`src/rtl/mult4_seq_ctrl.sv`:
```
// Sequencing controller for the WIDTH-bit shift-and-add multiplier: latches Q/R on a
// START rising edge, forms P one multiplier bit per clock and holds Q, R, P for display.
module mult4_seq_ctrl #(
  parameter int WIDTH = 4
) (
  input  logic               CLK,
  input  logic               RST,
  input  logic               START,
  input  logic               CLR,
  input  logic [WIDTH-1:0]   Q_IN,
  input  logic [WIDTH-1:0]   R_IN,
  output logic               BUSY,
  output logic               DONE,
  output logic               P_VALID,
  output logic [WIDTH-1:0]   Q_OUT,
  output logic [WIDTH-1:0]   R_OUT,
  output logic [2*WIDTH-1:0] P_OUT
);

  localparam int P_W   = 2 * WIDTH;
  localparam int CNT_W = (WIDTH > 1) ? $clog2(WIDTH) : 1;
  localparam logic [CNT_W-1:0] CNT_LAST = CNT_W'(WIDTH - 1);

  typedef enum logic [1:0] {S_IDLE, S_LOAD, S_CALC, S_DONE} state_t;

  state_t           state_q, state_d;
  logic             start_prev_q, start_prev_d;
  logic [WIDTH-1:0] md_q, md_d;
  logic [WIDTH-1:0] mr_q, mr_d;
  logic [P_W-1:0]   acc_q, acc_d;
  logic [CNT_W-1:0] cnt_q, cnt_d;
  logic [WIDTH-1:0] q_out_q, q_out_d;
  logic [WIDTH-1:0] r_out_q, r_out_d;
  logic [P_W-1:0]   p_out_q, p_out_d;
  logic             p_valid_q, p_valid_d;
  logic             start_edge;

  function automatic logic [P_W-1:0] partial_prod(input logic [WIDTH-1:0] md,
                                                  input logic             bit0,
                                                  input logic [CNT_W-1:0] sh);
    logic [P_W-1:0] ext;
    ext = {{WIDTH{1'b0}}, md};
    return bit0 ? (ext << sh) : '0;
  endfunction

  // start_prev resets high so a START held through reset release is not an edge
  always_ff @(posedge CLK or posedge RST) begin
    if (RST) begin
      state_q      <= S_IDLE;
      start_prev_q <= 1'b1;
      md_q         <= '0;
      mr_q         <= '0;
      acc_q        <= '0;
      cnt_q        <= '0;
      q_out_q      <= '0;
      r_out_q      <= '0;
      p_out_q      <= '0;
      p_valid_q    <= 1'b0;
    end else begin
      state_q      <= state_d;
      start_prev_q <= start_prev_d;
      md_q         <= md_d;
      mr_q         <= mr_d;
      acc_q        <= acc_d;
      cnt_q        <= cnt_d;
      q_out_q      <= q_out_d;
      r_out_q      <= r_out_d;
      p_out_q      <= p_out_d;
      p_valid_q    <= p_valid_d;
    end
  end

  assign start_edge = START & ~start_prev_q;

  always_comb begin
    state_d      = state_q;
    start_prev_d = START;
    md_d         = md_q;
    mr_d         = mr_q;
    acc_d        = acc_q;
    cnt_d        = cnt_q;
    q_out_d      = q_out_q;
    r_out_d      = r_out_q;
    p_out_d      = p_out_q;
    p_valid_d    = p_valid_q;

    if (CLR) begin
      state_d   = S_IDLE;
      acc_d     = '0;
      cnt_d     = '0;
      q_out_d   = '0;
      r_out_d   = '0;
      p_out_d   = '0;
      p_valid_d = 1'b0;
    end else begin
      unique case (state_q)
        S_IDLE: if (start_edge) state_d = S_LOAD;
        S_LOAD: begin
          q_out_d   = Q_IN;
          r_out_d   = R_IN;
          md_d      = Q_IN;
          mr_d      = R_IN;
          acc_d     = '0;
          cnt_d     = '0;
          p_valid_d = 1'b0;
          state_d   = S_CALC;
        end
        S_CALC: begin
          acc_d = acc_q + partial_prod(md_q, mr_q[0], cnt_q);
          mr_d  = mr_q >> 1;
          cnt_d = cnt_q + 1'b1;
          // P_OUT only moves here, so the display never shows a partial sum
          if (cnt_q == CNT_LAST) begin
            p_out_d   = acc_d;
            p_valid_d = 1'b1;
            state_d   = S_DONE;
          end
        end
        S_DONE: state_d = S_IDLE;
        default: state_d = S_IDLE;
      endcase
    end
  end

  assign BUSY    = (state_q == S_LOAD) | (state_q == S_CALC);
  assign DONE    = (state_q == S_DONE);
  assign P_VALID = p_valid_q;
  assign Q_OUT   = q_out_q;
  assign R_OUT   = r_out_q;
  assign P_OUT   = p_out_q;

endmodule

```
`config.mk`:
```
export PLATFORM = sky130hd
export DESIGN_NAME = mult4_seq_ctrl
export DESIGN_NICKNAME = d
export VERILOG_FILES = /design/src/rtl/mult4_seq_ctrl.sv
export SDC_FILE = /design/constraint.sdc
export NUM_CORES = 1
export LEC_CHECK = 0
export BUFFER_PORTS_ARGS = -buffer_cell sky130_fd_sc_hd__buf_2
export CAP_MARGIN = 0
export CORE_ASPECT_RATIO = 1.75
export CORE_UTILIZATION = 60
export DETAILED_ROUTE_END_ITERATION = 16
export PLACE_DENSITY = 0.87
export REMOVE_ABC_BUFFERS = 1
export SYNTH_ARGS = -nofsm -noshare
export SYNTH_HDL_FRONTEND = slang
export SYNTH_SLANG_ARGS = --single-unit
export TNS_END_PERCENT = 1
```
`constraint.sdc`:
```
create_clock -name CLK -period 8.15 [get_ports CLK]
set_clock_uncertainty 0.05 [all_clocks]
set_input_delay 0.815 -clock CLK [delete_from_list [all_inputs] [get_ports CLK]]
set_output_delay 0.815 -clock CLK [all_outputs]
set_load 0.005 [all_outputs]
```
Word-level counts from Yosys, hierarchy flattened
Index checks and enable logic that the tools add are counted.

Register bits after elaboration: 38. Input bits: 12. Output and inout bits: 19.

Add/sub/neg operators: 2. Equality and inequality tests: 6. Shift operators: 1. Muxes and demuxes: 20. Bitwise gates (word level): 4. Reductions and logical operators: 11.

Operator list (number): two-way mux 8 bit (5); two-way mux 4 bit (4); one-hot mux 8 bit (2 select lines) (1); AND reduction 2 bit (5); adder 8 bit (1); two-way mux 2 bit (4); one-hot mux 2 bit (4 select lines) (1); one-hot mux 4 bit (2 select lines) (1); nonzero test 2 bit (4); left shift 4 x 2 -> 8 bit (1); equality test 2 bit, second input constant (3); != test 3 bit, second input constant (2); one-hot mux 2 bit (2 select lines) (1); nonzero test 3 bit (1); adder 2 x 1 -> 2 bit, second input constant (1); equality test 2 x 1 -> 1 bit, second input constant (1); zero test 2 bit (1); two-way mux 1 bit (2); inverter 1 bit (2); one-hot mux 1 bit (2 select lines) (1); bitwise AND 1 bit (1); OR 1 bit (1).

Longest topological paths before layout
Depth after elaboration: 6. Gate-level depth with buffers: 11.

Worst setup path after synthesis
OpenSTA, ideal clock, no wires.

Path type: register to register. Start point: register cnt_q[0]. End point: register p_out_q[7] (netlist: P_OUT[7]). Arrival: 2636 ps. Required time: 7974 ps. Setup slack: 5337 ps. Stages on the path, launching flop included: 10. Path buffers: 1. Period minus slack after synthesis: 2813 ps. Cell sequence: dfrtp_1 > clkbuf_1 > mux2i_1 > nor3b_1 > ha_1 > a211oi_2 > nor2_1 > or4b_4 > and3_1 > a311o_1.

Longest elaborated chain between the ends: 6. Elaborated cells on any way between the ends: 9. Those cells by class: add/sub: 1; eq/ne: 1; shift: 1; mux: 4; reduce/logical: 2.

Ends and longest elaborated chain: start, declared (line 31) `logic [CNT_W-1:0] cnt_q, cnt_d;`; start signal, assigned (line 65) `cnt_q <= cnt_d;`; left shift 4 x 2 -> 8 bit (line 43) `return bit0 ? (ext << sh) : '0;`; two-way mux 8 bit (line 43); adder 8 bit (line 109) `acc_d = acc_q + partial_prod(md_q, mr_q[0], cnt_q);`; two-way mux 8 bit (line 113) `if (cnt_q == CNT_LAST) begin`; two-way mux 8 bit (line 96) `unique case (state_q)`; two-way mux 8 bit (line 87) `if (CLR) begin`; end signal, assigned (line 68) `p_out_q <= p_out_d;`; end, declared (line 34) `logic [P_W-1:0] p_out_q, p_out_d;`.

Parallel ways exist; a longest one is shown, timed or not. The select of a mux whose other input is x is not followed. A chain may end at the register's enable or synchronous reset.

Worst setup path after layout
Ends and elaborated chain as after synthesis.

==> flow_metrics.tcl <==
set metrics [dict create \
    status "completed" \
    cp-end-kind "flip-flop" \
    path_class "reg -> reg" \
    path_clk_slew_ns 0.07 \
    min_period_ns 2.948 \
    worstPathMaxFanout 12 \
    fp.coreArea_mm2 0.003209 \
    seq_area_frac_synth_pct 46.21 \
    drt_pass1_iterations 6 \
    antenna_found_initial 0 \
    cts-root-buf "clkbuf_8" \
    dr.first_iter.drc_count 38 \
    start_kind "flip-flop" \
    grt_pass1_vias 1576 \
    maxCapViolations 0 \
    tightest_slew_ns 0.7977 \
    critical_path_required_ns 8.27 \
    grt_pass1_wl_um 7010 \
    syn_area_mm2 0.002061 \
    fillers 247 \
    hold_viol 0 \
    totalWireLength_um 4118 \
    viasPerCell 5.778 \
    num_vias 1641 \
    drc 0 \
    netlist_top_cells_count "dfrtp_1, nand2_1, nor2_1" \
    diodes 0 \
    grt_start_max_net_pins 39 \
    power_density_mw_per_mm2 264.4 \
    initial_utilization_pct 64.21 \
    grt_use_total_pct 26.54 \
    synth_cells 212 \
    critPathArrivalTime_ns 3.07 \
    cts-buffers-inserted 5 \
    ys_async_sr_fraction_pct 100.0 \
    synthToLayoutAreaGrowth_pct 13.60 \
    htreeDepth 2 \
    rsz0062_at_grt "false" \
    place.port_buffers 30 \
    whs_ns 0.4446 \
    p_leak_nw 1.142 \
    ioPinCount 31 \
    cts_resized 0 \
    ys_ff_latch 38 \
    dp_hpwl_um 2985 \
    overflow 0 \
    synth_top_area_share_pct 44.93 \
    cts_tree "yes" \
    clock_latency_ns 0.29 \
    drv_slew 0 \
    place_area_mm2 0.002235 \
    vdd_drop_max_uv 210.8 \
    gp_congestion 0.9005 \
    final_area_mm2 0.002341 \
    synth_ff_type "dfrtp_1" \
    finalSetupViolCount 0 \
    nets 265 \
    clock_sinks 38 \
    hold_class "reg -> reg" \
    drive_gt1_share_pct 19.09 \
    synth.most_common_cell "dfrtp_1" \
    clock.fmax_mhz 339.2 \
    cts_hold_buffers 0 \
    ant_nets 0 \
    synth_top_area_cell "dfrtp_1" \
    slew_headroom_pct 46.82 \
    wl_per_cell_um 14.50 \
    synth-edff-count 0 \
    cts_buffer_depth 2 \
    post_cts_buffers 0 \
    min_period_over_period_pct 36.17 \
    rows 27 \
    die_x_um 46.30 \
    dieArea_mm2 0.003682 \
    die_y_um 79.53 \
    ys_top_cells_by_area "dfrtp_1, ha_1, mux2i_1" \
    ys_types 38 \
    syn_area_per_cell_um2 9.720 \
    yosysWarnings 0 \
    final.setup.tns_ns 0 \
]
==> registers in the layout, indices dropped and copies added (netlist names) <==
register and count:
md_q 4, start_prev_q 1, P_OUT 8, state_q 2
P_VALID 1, Q_OUT 4, R_OUT 4, cnt_q 2
acc_q 8, mr_q 4
==> cells in the final DEF, fill, tap and decap left out, types with 2 or more instances in the layout <==
cell type | Yosys | layout
nor3_1 | 3 | 3
clkbuf_8 | 0 | 5
a21o_1 | 3 | 3
a22oi_1 | 3 | 3
mux2i_1 | 15 | 15
a211oi_1 | 4 | 4
inv_1 | 9 | 9
clkbuf_1 | 8 | 2
dfrtp_1 | 37 | 37
buf_2 | 0 | 30
a21oi_1 | 13 | 13
ha_1 | 12 | 12
nand2_1 | 26 | 26
and2_1 | 3 | 3
nor3b_1 | 3 | 3
nor2_1 | 25 | 25
xnor2_1 | 2 | 2
nand3_1 | 5 | 5
xor2_1 | 2 | 2
o21ai_0 | 14 | 14
mux2_2 | 5 | 5
==> path summary, 6_finish.rpt <==
| kind | startpoint | slack (ns) | endpoint | cells past startpoint |
|---|---|---|---|---|
| worst min-delay path | P_OUT[6] | 0.44 | P_OUT[6] | 2 |
| max in group asynchronous | RST | 7.15 | start_prev_q | 3 |
| worst max-delay path | cnt_q[0] | 5.20 | P_OUT[7] | 8 |
| min in group asynchronous | RST | 0.56 | P_OUT[2] | 3 |
| worst min register to register | P_OUT[6] | 0.44 | P_OUT[6] | 2 |
| worst max register to register | cnt_q[0] | 5.20 | P_OUT[7] | 8 |
==> power by group <==
group / leakage [nW] / total (mW) / switching [mW] / internal [mW]
sequential: 0.508 / 0.261 / 0.0354 / 0.225
clock: 0.0524 / 0.154 / 0.0629 / 0.0915
combinational: 0.582 / 0.204 / 0.113 / 0.0908
total: 1.14 / 0.619 / 0.211 / 0.408
==> critical path: stages, from the launching register on <==
cell	delay, ns
dfrtp_1	0.57
mux2i_1	0.14
nor3b_1	0.42
ha_1	0.35
a211oi_2	0.23
nor2_1	0.09
or4b_4	0.52
and3_1	0.16
a311o_1	0.30
==> routing by layer <==
metal | GRT usage (%) | routed length, um
met1 | 30.66 | 1588
met4 | 12.65 | 151
met5 | 0 | 0
met2 | 44.31 | 2254
met3 | 5.430 | 124
==> through the flow <==
stage	setup WS [ns]	total power [mW]	util, %	cells
after global routing	4.954	0.6607	72.94	284
after floorplan	5.482	0.4063	-	202
after global placement	5.358	0.4598	69.63	276
final	5.202	0.6189	72.94	284
after CTS	5.210	0.6237	72.94	284
after detailed placement	5.219	0.4690	69.63	276
==> layout make-up <==
class                      instances  area (um2)  area share (%)
inverter                           9       33.78           1.443
multi-input combinational        155        1037           44.31
tap                               43       53.80           2.298
clock buffer                       7       76.32           3.260
sequential                        38       952.2           40.67
timing repair buffer              31       157.7           6.734
clock inverter                     1       30.03           1.283
==> logic make-up (layout without fill, tap and decap cells) <==
group | after synthesis | after routing | share of synthesized area, %
buffers and inverters | 19 | 48 | 3.461
muxes | 20 | 20 | 10.02
AOI/OAI and AO/OA | 46 | 46 | 14.39
xor gates and xnor gates | 4 | 4 | 1.700
and+or+nand+nor | 72 | 72 | 15.97
DFF | 38 | 38 | 46.21
adders and majority gates | 13 | 13 | 8.257
No activity file was read; power rests on OpenSTA's default activity.
